$ cat src/rtl/chess_pkg.sv
// Shared definitions for the move-generator host sequencer: core command
// addresses, result-byte bit positions, command kinds and sequencer states.
package chess_pkg;

   localparam logic [7:0] CMD_NOP         = 8'h00;
   localparam logic [7:0] CMD_EN_FRIENDLY = 8'h80;
   localparam logic [7:0] CMD_FLIP        = 8'h90;
   localparam logic [7:0] CMD_ROTATE      = 8'hA0;
   localparam logic [7:0] CMD_EN_ALL      = 8'hC0;
   localparam logic [7:0] CMD_SET_EN      = 8'hD0;
   localparam logic [7:0] CMD_FIND_VIC    = 8'hE0;
   localparam logic [7:0] CMD_FIND_AGG    = 8'hF0;

   localparam int RES_ILLEGAL_BIT = 7;
   localparam int RES_NONE_BIT    = 6;

   typedef enum logic [2:0] {
      CK_NOP,
      CK_EN_ALL,
      CK_EN_FRIENDLY,
      CK_FIND_VIC,
      CK_FIND_AGG,
      CK_SET_EN,
      CK_ROTATE,
      CK_FLIP
   } cmd_kind_e;

   typedef enum logic [3:0] {
      S_IDLE,
      S_EN_ALL,
      S_VIC_ISSUE,
      S_VIC_WAIT,
      S_AGG_ISSUE,
      S_AGG_WAIT,
      S_EMIT,
      S_DIS_AGG,
      S_DIS_VIC,
      S_RE_FRIEND,
      S_FIN
   } state_e;

endpackage

$ cat src/rtl/cmd_encode.sv
// Combinational mapping of a command kind plus square/value onto the
// {address, data} byte pair understood by the move-generator core.
module cmd_encode
   import chess_pkg::*;
(
   input  cmd_kind_e  kind_i,
   input  logic [5:0] sq_i,
   input  logic       val_i,
   output logic [7:0] addr_o,
   output logic [7:0] data_o
);

   always_comb begin
      addr_o = CMD_NOP;
      data_o = 8'h00;
      unique case (kind_i)
         CK_EN_ALL:      addr_o = CMD_EN_ALL;
         CK_EN_FRIENDLY: addr_o = CMD_EN_FRIENDLY;
         CK_FIND_VIC:    addr_o = CMD_FIND_VIC;
         CK_FIND_AGG: begin
            addr_o = CMD_FIND_AGG | {6'b0, sq_i[5:4]};
            data_o = {sq_i[3:0], 4'b0000};
         end
         CK_SET_EN: begin
            addr_o = CMD_SET_EN | {6'b0, sq_i[5:4]};
            data_o = {sq_i[3:0], 3'b000, val_i};
         end
         CK_ROTATE:      addr_o = CMD_ROTATE;
         CK_FLIP:        addr_o = CMD_FLIP;
         default:        addr_o = CMD_NOP;
      endcase
   end

endmodule

$ cat src/rtl/move_enum_ctrl.sv
// MVV-LVA move enumerator driving the move-generator core's command port.
// Define MOVE_COUNT_EN to add the move_count output (accepted moves per search).
module move_enum_ctrl
   import chess_pkg::*;
#(
   parameter int unsigned RESULT_LAT = 5,
   parameter int unsigned MAX_MOVES  = 255
) (
   input  logic       clk,
   input  logic       rst,
   input  logic       start,
   input  logic       abort,
   output logic [7:0] eng_addr,
   output logic [7:0] eng_data,
   input  logic [7:0] eng_result,
   output logic       move_valid,
   input  logic       move_ready,
   output logic [5:0] move_from,
   output logic [5:0] move_to,
   output logic       busy,
   output logic       done,
   output logic       illegal
`ifdef MOVE_COUNT_EN
   ,
   output logic [7:0] move_count
`endif
);

   localparam logic [7:0] LAT_CNT = 8'(RESULT_LAT);
   localparam logic [7:0] MAX_CNT = 8'(MAX_MOVES);

   state_e     state_q;
   logic [7:0] wait_q;
   logic [7:0] emit_cnt_q;
   logic [5:0] victim_q;
   logic [5:0] aggr_q;
   logic       abort_q;
   logic [7:0] eng_addr_q;
   logic [7:0] eng_data_q;
   logic       move_valid_q;
   logic [5:0] move_from_q;
   logic [5:0] move_to_q;
   logic       busy_q;
   logic       done_q;
   logic       illegal_q;
`ifdef MOVE_COUNT_EN
   logic [7:0] move_count_q;
`endif

   cmd_kind_e  kind;
   logic [5:0] cmd_sq;
   logic [7:0] enc_addr;
   logic [7:0] enc_data;
   logic       sample;
   logic       stop_req;

   // An abort suppresses whatever command the current state would issue.
   always_comb begin
      kind   = CK_NOP;
      cmd_sq = victim_q;
      case (state_q)
         S_EN_ALL:    kind = CK_EN_ALL;
         S_VIC_ISSUE: kind = CK_FIND_VIC;
         S_AGG_ISSUE: kind = CK_FIND_AGG;
         S_DIS_AGG: begin
            kind   = CK_SET_EN;
            cmd_sq = aggr_q;
         end
         S_DIS_VIC:   kind = CK_SET_EN;
         S_RE_FRIEND: kind = CK_EN_FRIENDLY;
         default:     kind = CK_NOP;
      endcase
      if (abort) kind = CK_NOP;
   end

   cmd_encode u_enc (
      .kind_i (kind),
      .sq_i   (cmd_sq),
      .val_i  (1'b0),
      .addr_o (enc_addr),
      .data_o (enc_data)
   );

   assign sample   = (wait_q == LAT_CNT);
   assign stop_req = abort | abort_q;

   always_ff @(posedge clk or posedge rst) begin
      if (rst) begin
         state_q      <= S_IDLE;
         wait_q       <= 8'h00;
         emit_cnt_q   <= 8'h00;
         victim_q     <= 6'h00;
         aggr_q       <= 6'h00;
         abort_q      <= 1'b0;
         eng_addr_q   <= CMD_NOP;
         eng_data_q   <= 8'h00;
         move_valid_q <= 1'b0;
         move_from_q  <= 6'h00;
         move_to_q    <= 6'h00;
         busy_q       <= 1'b0;
         done_q       <= 1'b0;
         illegal_q    <= 1'b0;
`ifdef MOVE_COUNT_EN
         move_count_q <= 8'h00;
`endif
      end else begin
         eng_addr_q <= enc_addr;
         eng_data_q <= enc_data;
         done_q     <= 1'b0;
         case (state_q)
            S_IDLE: begin
               if (start) begin
                  illegal_q  <= 1'b0;
                  emit_cnt_q <= 8'h00;
                  abort_q    <= 1'b0;
                  busy_q     <= 1'b1;
                  state_q    <= S_EN_ALL;
`ifdef MOVE_COUNT_EN
                  move_count_q <= 8'h00;
`endif
               end
            end
            S_EN_ALL, S_RE_FRIEND: state_q <= abort ? S_FIN : S_VIC_ISSUE;
            S_VIC_ISSUE, S_AGG_ISSUE: begin
               wait_q  <= 8'h00;
               abort_q <= 1'b0;
               if (abort)                     state_q <= S_FIN;
               else if (state_q == S_VIC_ISSUE) state_q <= S_VIC_WAIT;
               else                           state_q <= S_AGG_WAIT;
            end
            // The core must see its result cycle through, so aborts wait here.
            S_VIC_WAIT: begin
               if (!sample) begin
                  wait_q <= wait_q + 8'd1;
                  if (abort) abort_q <= 1'b1;
               end else if (stop_req) begin
                  state_q <= S_FIN;
               end else if (eng_result[RES_ILLEGAL_BIT]) begin
                  illegal_q <= 1'b1;
                  state_q   <= S_FIN;
               end else if (eng_result[RES_NONE_BIT]) begin
                  state_q <= S_FIN;
               end else begin
                  victim_q <= eng_result[5:0];
                  state_q  <= S_AGG_ISSUE;
               end
            end
            S_AGG_WAIT: begin
               if (!sample) begin
                  wait_q <= wait_q + 8'd1;
                  if (abort) abort_q <= 1'b1;
               end else if (stop_req) begin
                  state_q <= S_FIN;
               end else if (eng_result[RES_NONE_BIT]) begin
                  state_q <= S_DIS_VIC;
               end else begin
                  aggr_q       <= eng_result[5:0];
                  move_valid_q <= 1'b1;
                  move_from_q  <= eng_result[5:0];
                  move_to_q    <= victim_q;
                  state_q      <= S_EMIT;
               end
            end
            S_EMIT: begin
               if (move_valid_q && move_ready) begin
                  move_valid_q <= 1'b0;
                  state_q      <= abort ? S_FIN : S_DIS_AGG;
`ifdef MOVE_COUNT_EN
                  if (move_count_q != 8'hFF) move_count_q <= move_count_q + 8'd1;
`endif
               end else if (abort) begin
                  move_valid_q <= 1'b0;
                  state_q      <= S_FIN;
               end
            end
            S_DIS_AGG: begin
               if (abort) begin
                  state_q <= S_FIN;
               end else begin
                  emit_cnt_q <= emit_cnt_q + 8'd1;
                  state_q    <= ((emit_cnt_q + 8'd1) == MAX_CNT) ? S_FIN : S_AGG_ISSUE;
               end
            end
            S_DIS_VIC: state_q <= abort ? S_FIN : S_RE_FRIEND;
            S_FIN: begin
               done_q  <= 1'b1;
               busy_q  <= 1'b0;
               state_q <= S_IDLE;
            end
            default: state_q <= S_IDLE;
         endcase
      end
   end

   assign eng_addr   = eng_addr_q;
   assign eng_data   = eng_data_q;
   assign move_valid = move_valid_q;
   assign move_from  = move_from_q;
   assign move_to    = move_to_q;
   assign busy       = busy_q;
   assign done       = done_q;
   assign illegal    = illegal_q;
`ifdef MOVE_COUNT_EN
   assign move_count = move_count_q;
`endif

endmodule

$ cat config.mk
export PLATFORM = sky130hd
export DESIGN_NAME = move_enum_ctrl
export DESIGN_NICKNAME = d
export VERILOG_FILES = /design/src/rtl/chess_pkg.sv /design/src/rtl/cmd_encode.sv /design/src/rtl/move_enum_ctrl.sv
export SDC_FILE = /design/constraint.sdc
export NUM_CORES = 1
export LEC_CHECK = 0
export ABC_AREA = 1
export CAP_MARGIN = 20
export CELL_PAD_IN_SITES_DETAIL_PLACEMENT = 0
export CELL_PAD_IN_SITES_GLOBAL_PLACEMENT = 1
export CORE_MARGIN = 2
export CORE_UTILIZATION = 43
export DETAILED_ROUTE_END_ITERATION = 8
export HOLD_SLACK_MARGIN = 0.05
export PLACE_DENSITY_LB_ADDON = 0.1
export RECOVER_POWER = 25
export SYNTH_ARGS = -nofsm -noshare
export SYNTH_HDL_FRONTEND = slang
export SYNTH_SLANG_ARGS = --single-unit
$ cat constraint.sdc
create_clock -name clk -period 3.3 [get_ports clk]
set_clock_uncertainty 0.05 [all_clocks]
set_input_delay 0.66 -clock clk [delete_from_list [all_inputs] [get_ports clk]]
set_output_delay 0.66 -clock clk [all_outputs]
set_load 0.02 [all_outputs]
**After elaboration in Yosys (flattened, before gate mapping)**

Index checks and enable logic that the tools add are counted.

- Register bits after elaboration: 59

- $add $sub $neg: 2
- Equal/unequal tests: 30
- Mux-type cells: 45
- Bitwise gates (word level): 4
- Reductions and logical operators: 22

Operators with widths:

| kind | number |
|---|---|
| two-way mux 4 bit | 15 |
| one-hot mux 8 bit (7 select lines) | 1 |
| two-way mux 8 bit | 4 |
| one-hot mux 4 bit (8 select lines) | 1 |
| one-hot mux 8 bit (2 select lines) | 2 |
| inequality test 2 bit, second input constant | 9 |
| adder 8 x 1 -> 8 bit, second input constant | 2 |
| == test 4 x 3 -> 1 bit, second input constant | 4 |
| one-hot mux 3 bit (5 select lines) | 1 |
| AND reduction 5 bit | 3 |
| two-way mux 1 bit | 13 |
| == test 3 bit, second input constant | 4 |
| == test 4 bit, second input constant | 3 |
| AND reduction 4 bit | 3 |
| nonzero test 2 bit | 5 |
| OR reduction 2 bit | 5 |
| == test 4 x 2 -> 1 bit, second input constant | 2 |
| == test 8 x 3 -> 1 bit, second input constant | 1 |
| == test 8 bit, second input constant | 1 |
| == test 3 x 2 -> 1 bit, second input constant | 2 |
| two-way mux 3 bit | 2 |
| two-way mux 6 bit | 1 |
| one-hot mux 1 bit (2 select lines) | 3 |
| == test 4 x 1 -> 1 bit, second input constant | 1 |
| 12 further kinds | 15 |

**Longest topological paths before layout**

Gate-level depths: netlist of the first run.

- Word-level depth: 7
- Gate-level depth with buffers: 13
- Depth with buffers taken out: 13

**By module**

A second synthesis of the first run with hierarchy kept.

- Cells, all modules: 359
- Area total of the unflattened synthesis: 2917.8 µm²

Modules (own cells, without submodules):

| module | instances | cells each | area each (µm²) | seq. area each (µm²) |
|---|---|---|---|---|
| move_enum_ctrl | 1 | 329 | 2773.9 | 1476.4 |
| cmd_encode | 1 | 30 | 143.9 | 0.0 |

**Worst setup path after synthesis of the first run**

OpenSTA, ideal clock, no wires.

- Path type: input to register
- From: input abort
- To: register victim_q[0]
- Setup time: 117 ps
- Data arrival time: 1492 ps
- Data required time: 3133 ps
- Setup slack: 1641 ps
- Cell stages on the path: 9
- Path buffers: 1
- Cells stage by stage: inv_2 -> nand2_2 -> nor2_4 -> nand2_1 -> nor2_2 -> nand2_1 -> buf_4 -> nand2_1 -> o21ai_2

- Cells in the longest elaborated chain, start to end: 3

RTL lines:

| element | line | source |
|---|---|---|
| from (decl) | move_enum_ctrl.sv:12 | `input logic abort,` |
| bitwise OR 1 bit | move_enum_ctrl.sv:85 | `assign stop_req = abort \| abort_q;` |
| NOT 1 bit (no line) | n/a |  |
| AND reduction 5 bit (no line) | n/a |  |
| to (signal assigned) | move_enum_ctrl.sv:144 | `victim_q <= eng_result[5:0];` |
| to (decl) | move_enum_ctrl.sv:35 | `logic [5:0] victim_q;` |

No other way between the ends.
A chain may end at the register's enable or synchronous reset.

**Worst setup path after layout of the first run**

- From: input abort
- To: register move_to_q[0], in the netlist move_to[0]

- Cells in the longest elaborated chain, start to end: 3

RTL lines:

| element | line | source |
|---|---|---|
| bitwise OR 1 bit | move_enum_ctrl.sv:85 |  |
| NOT 1 bit (no line) | n/a |  |
| AND reduction 4 bit (no line) | n/a |  |
| to (signal assigned) | move_enum_ctrl.sv:160 | `move_to_q <= victim_q;` |
| to (decl) | move_enum_ctrl.sv:42 | `logic [5:0] move_to_q;` |

No other way between the ends.

==> metrics, run 1 <==
ANT cells=0; crit-path max FO=20; met2 wire len=about 2800 um; status=complete, no violations; Worst path depth=6; CP required=roughly 3.5 ns; Mapped Area=approximately 2800 um2; critical-path cell list=clkdlybuf4s50_1 > inv_2 > nand2_2 > nor2_4 > nand3_2 > mux2_4; total power=between 1.5 and 2 mW; share of layout cells above drive strength 1=roughly 13%; max-cap violations=0; slew margin rel.=a little under two fifths; vias in the first global route=2,170; Clock H-tree levels=2; synthesis-stage register bit count=53; Reg clk slew, reported paths=~0.09 ns; Antenna Nets Post-Route=0; DRT Pass-1 Iters=4; Netlist cell types=35; Leak Pwr=approximately 1.6 nW; initial antenna violation count=0; switching share of power=slightly below 40%; sequential share of the synthesized area=between 40% and 50%; total of hold buffers inserted after clock tree synthesis=0; Die ar.=a little over 7000 um2; wire length on met1=around 2700 um; post-route minimum period=roughly 2.4 ns; Initial Util=44.1%; critical path's slowest cell=clkdlybuf4s50_1; TritonCTS clock tree=yes; routability cong.=around 0.85; area grow syn2layout=19.5%; Final Non-Filler Cells=450; Top Metal Used=met4; Filler cells=610; hold path cells=2; Seq pwr share=between 40% and 50%; Util after Layout=between 50 and 60%; clock network power share=22.6%; IO Count=45; Final Hold Viols=0; cell family with most CP delay=buffers and inverters; Most used DFF post-synth=dfrtp_1; most frequent cells in the layout=nand2_1, dfrtp_1, inv_1; postcts setup bufs=0; crit path buf inv count=2; Routed WL per cell=approximately 13 um; grt ovf=0; die width=between 80 and 90 um; WS Path Type=in2reg; Port-buffer cells=38; Core Footprint=around 6300 um2; Worst Max-Slew Pin Slew=~0.93 ns; DRT iter0 DRCs=~140; Slew Limit Fails=0; Int Power=1.20 mW; EDFF count, synth=0; Largest stage delay, worst path=0.58 ns; Total Routing Usage GR=17.5%; Avg Cell Area, Syn=between 8 and 9 um2; CTS root buf=clkbuf_8; final WL=5800 um; Post-CTS Resized=0; Num CTS Buffers=5; FF/Latch Area=~1300 um2; Remaining DRCs=0; fmax=~0.42 GHz; WL met3=between 200 and 250 um; Die Y=84.5 um; yosys warns=0; largest net degree at the start of global routing=30; area taken by multi-input logic gates=around 1200 um2; commonest non-fill, non-tap cell in the layout=nand2_1; Hold Path Class=reg2reg; Final nets=a little under 400; RSZ-0062 raised after global routing=no; Syn Inst Count=330; Crit. End Element=flip-flop; clk_lat worst skew=0.31 ns; Tcrit/Tclk final=71.5%; Worst setup SP type=primary input; # placed instances=around 440; WP data arrival=around 2.5 ns; Logic pwr share=between 30% and 40%; clk sinks=between 50 and 60; VDD IR max=306 uV; vias per inst=around 4.9; sw power=between 700 and 800 uW; Setup TNS=0 ns; FF-to-FF path depth=6; clock buffer depth=2; Core Rows=29; Async SR Flop Fraction=100%; HPWL after DPL=between 4000 and 5000 um; PD cells=595 nW/um2; # setup viols final=0; Via Count=~2,200; first-pass GRT wire length=roughly 10,000 um
-- cell families after synthesis --
kind of cell,Yosys count,share of synthesized area [%]
other,1,0.135
adder cells (fa/ha/maj),4,1.80
AND/OR/NAND/NOR,148,24.7
buffers and inverters,61,9.74
XOR/XNOR,5,1.57
flip-flops,53,47.6
AO/OA/AOI/OAI,53,11.8
multiplexers,5,2.69
-- metrics by stage --
step	hold slack [ns]	worst slack, ns	cell area, um2
after floorplan	0.405	1.30	2810
after global placement	0.420	0.673	3230
after detailed placement	0.419	0.587	3230
after CTS	0.443	0.934	3340
after global routing	0.458	0.644	3330
final	0.437	0.939	3330
-- path summary, 6_finish.rpt --
| check | start | endpoint | slack, ns |
|---|---|---|---|
| min in group asynchronous | rst | eng_addr[0] | 0.93 |
| max reg2reg | wait_q[1] | move_to[0] | 1.21 |
| max | abort | move_to[0] | 0.94 |
| min reg2reg | victim_q[5] | victim_q[5] | 0.44 |
| max in group asynchronous | rst | wait_q[0] | 1.03 |
| min | victim_q[5] | victim_q[5] | 0.44 |
-- area by class of cell --
class	count	area share, %
sequential	53	39.8
clock inverter	2	1.16
clock buffer	6	2.18
tap	77	2.89
multi-input combinational	221	36.3
timing repair buffer	39	11.6
inverter	52	6.09
-- per-layer routing --
layer / vias to the layer above / global-route usage, %
met1: 1035 / 23.4
met3: 10 / 3.44
met5: - / 0
met4: 0 / 5.48
met2: 40 / 28.9
li1: 1126 / -
-- Yosys cell counts (6+ instances only) --
library cell | count | area share [%]
a21oi_1 | 13 | 2.3
buf_4 | 7 | 1.9
dfrtp_1 | 53 | 48
inv_1 | 44 | 5.9
inv_2 | 6 | 0.81
nand2_1 | 82 | 11
nand2_2 | 6 | 1.3
nand3_1 | 13 | 2.3
nor2_1 | 26 | 3.5
o21ai_0 | 18 | 3.2
o21ai_2 | 6 | 1.9
o22ai_1 | 8 | 1.8
-- flip-flops by register name, indices dropped and copies added (netlist names) --
register    cells
eng_data        4
abort_q         1
eng_addr        6
done            1
emit_cnt_q      8
victim_q        6
move_valid      1
move_to         6
wait_q          8
illegal         1
move_from       6
busy            1
state_q         4
-- power by group through the flow --
stage,Combinational [mW],Clock (mW),Sequential (mW)
2_1_floorplan,0.507,0,0.830
3_3_place_gp,0.757,0,0.804
3_5_place_dp,0.748,0,0.803
4_1_cts,0.751,0.465,0.791
5_1_grt,0.841,0.491,0.802
6_report,0.742,0.447,0.791
-- worst register-to-register path, stage by stage, from the launching register on --
cell and delay, ns:
dfrtp_1 0.42, inv_1 0.07, ha_1 0.14, nand3_1 0.14, nor2_1 0.29, nand3_2 0.43, mux2_4 0.43
Note: power is estimated with default switching activity, not from simulation.
==> run 2: changes to the inputs <==
--- a/config.mk
+++ b/config.mk
@@ -10,7 +10,7 @@
 export CELL_PAD_IN_SITES_DETAIL_PLACEMENT = 0
 export CELL_PAD_IN_SITES_GLOBAL_PLACEMENT = 1
 export CORE_MARGIN = 2
-export CORE_UTILIZATION = 43
+export CORE_UTILIZATION = 36
 export DETAILED_ROUTE_END_ITERATION = 8
 export HOLD_SLACK_MARGIN = 0.05
 export PLACE_DENSITY_LB_ADDON = 0.1
==> constraint.sdc (replaced) <==
create_clock -name clk -period 2.1 [get_ports clk]
set_clock_uncertainty 0.05 [all_clocks]
set_input_delay 0.42 -clock clk [delete_from_list [all_inputs] [get_ports clk]]
set_output_delay 0.42 -clock clk [all_outputs]
set_load 0.02 [all_outputs]
==> metrics, run 2 (same netlist as run 1, synthesis figures left out) <==
status=complete, no violations; DRT iter0 DRCs=86 (-40%); worst setup margin=0.290 ns (-0.649 ns); share of layout cells above drive strength 1=15.0% (+2.1 points); ANT cells=0 (unchanged); vias per inst=4.60 (-6.5%); Regs by FF count=emit_cnt_q (8), wait_q (8); clock buffer depth=2 (unchanged); largest net degree at the start of global routing=54 (+80%); Via Count=2,220 (+0.41%); RSZ-0062 raised after global routing=no; first-pass GRT wire length=10,500 um (+3.7%); max-cap violations=0 (unchanged); Clock H-tree levels=2 (unchanged); VDD IR max=394 uV (+29%); Initial Util=36.6% (-7.5 points); Core Footprint=7610 um2 (+20%); Setup TNS=0 ns (unchanged); Core Rows=32 (+10%); critical path startpoint=wait_q[1]; pre-CTS setup slack=0.0973 ns (-0.489 ns); initial antenna violation count=0 (unchanged); Total Routing Usage GR=15.6% (-1.9 points); die width=92.0 um (+8.8%); Tcrit/Tclk final=between 80% and 90%; Remaining DRCs=0 (unchanged); Hold Path Class=reg2reg; Port-buffer cells=38 (unchanged); Final nets=397 (+2.1%); post-route minimum period=1.81 ns; hold_sp=victim_q[5]; crit-path max FO=10 (-50%); most frequent cells in the layout=nand2_1, dfrtp_1, inv_1; TritonCTS clock tree=yes; area grow syn2layout=22.0%; DRT Pass-1 Iters=4 (unchanged); HPWL after DPL=4500 um (+2.6%); total power=3.02 mW (+52%); Final Hold Viols=0 (unchanged); IO Count=45 (unchanged); Worst Max-Slew Pin Slew=1.29 ns (+0.360 ns); total of hold buffers inserted after clock tree synthesis=0 (unchanged); Worst setup SP type=flip-flop; Antenna Nets Post-Route=0 (unchanged); CTS root buf=clkbuf_8; final WL=5960 um (+2.8%); commonest non-fill, non-tap cell in the layout=nand2_1; WS Path Type=reg2reg; Die ar.=8460 um2 (+18%); postcts setup bufs=0 (unchanged); PD cells=887 nW/um2 (+49%); clk_lat worst skew=0.31 ns (about the same); Leak Pwr=1.60 nW (+1.5%); Slew Limit Fails=0 (unchanged); Die Y=92.0 um (+8.8%); fmax=approximately 0.55 GHz; Num CTS Buffers=5 (unchanged); vias in the first global route=2,236 (+3.0%); Post-CTS Resized=0 (unchanged); Routed WL per cell=12.3 um (-4.2%); Filler cells=783 (+28%); Crit. End Element=flip-flop; Reg clk slew, reported paths=0.10 ns (about the same); slew margin rel.=13.9% (-24 points); routability cong.=0.855 (+0.22%); RR Startpoint=wait_q[1]; WP data arrival=1.96 ns (-0.55 ns); CP required=2.25 ns (-1.20 ns); grt ovf=0 (unchanged); clk sinks=53 (unchanged); # setup viols final=0 (unchanged); # placed instances=475 (+7.5%); Final Non-Filler Cells=483 (+7.3%)
-- run 2: cell types whose count changed in the layout (fill, tap and decap cells not counted), sizes merged --
cell           change
buf                +8
clkbuf             -1
dlygate4sd3        -1
clkdlybuf4s50      +1
clkinvlp           +1
clkinv             +1
bufinv             -1
-- run 2: metal layers --
layer	track usage, %	vias to the layer above	routed length (um)
met5	0	-	0
met4	3.73	0	44
met3	3.12	4	138
met2	26.7	24	3040
met1	20.3	1051	2740
li1	-	1141	-
-- run 2: critical path, cell delays in order (launching register included) --
cell and delay (ns):
dfrtp_1 0.42, inv_1 0.06, ha_1 0.13, nand3_1 0.13
nor2_1 0.22, nand3_2 0.29, buf_4 0.27, nand2_1 0.06
o21ai_0 0.07
-- run 2: per-stage QoR --
stage          hold WS, ns  util (%)  instance area, um2
4_1_cts              0.421      44.9                3410
3_3_place_gp         0.417      43.7                3320
2_1_floorplan        0.405         -                2810
3_5_place_dp         0.424      43.7                3320
5_1_grt              0.471      44.7                3400
6_report             0.443      44.7                3400
-- run 2: final timing paths --
| check | to | slack (ns) | depth (start not counted) |
|---|---|---|---|
| setup / recovery | move_to[5] | 0.29 | 8 |
| hold / removal | victim_q[5] | 0.44 | 2 |
| setup reg to reg | move_to[5] | 0.29 | 8 |
| hold reg to reg | victim_q[5] | 0.44 | 2 |
| max in group asynchronous | eng_addr[5] | 0.44 | 3 |
| min in group asynchronous | emit_cnt_q[5] | 0.79 | 3 |
-- run 2: final cells by class --
| cell class | count | area, um2 | share of cell area [%] |
|---|---|---|---|
| Sequential cell | 53 | 1330 | 39.0 |
| Multi-Input combinational cell | 221 | 1210 | 35.5 |
| Timing Repair Buffer | 47 | 445 | 13.1 |
| Inverter | 52 | 203 | 5.96 |
| Tap cell | 102 | 128 | 3.75 |
| Clock buffer | 5 | 68.8 | 2.02 |
| Clock inverter | 3 | 21.3 | 0.626 |
-- run 2: power breakdown --
| part | total [mW] | internal (mW) | switching (mW) | leakage (nW) |
|---|---|---|---|---|
| Combinational | 1.18 | 0.410 | 0.769 | 0.823 |
| Clock | 0.593 | 0.238 | 0.356 | 0.0445 |
| Sequential | 1.24 | 1.14 | 0.103 | 0.728 |
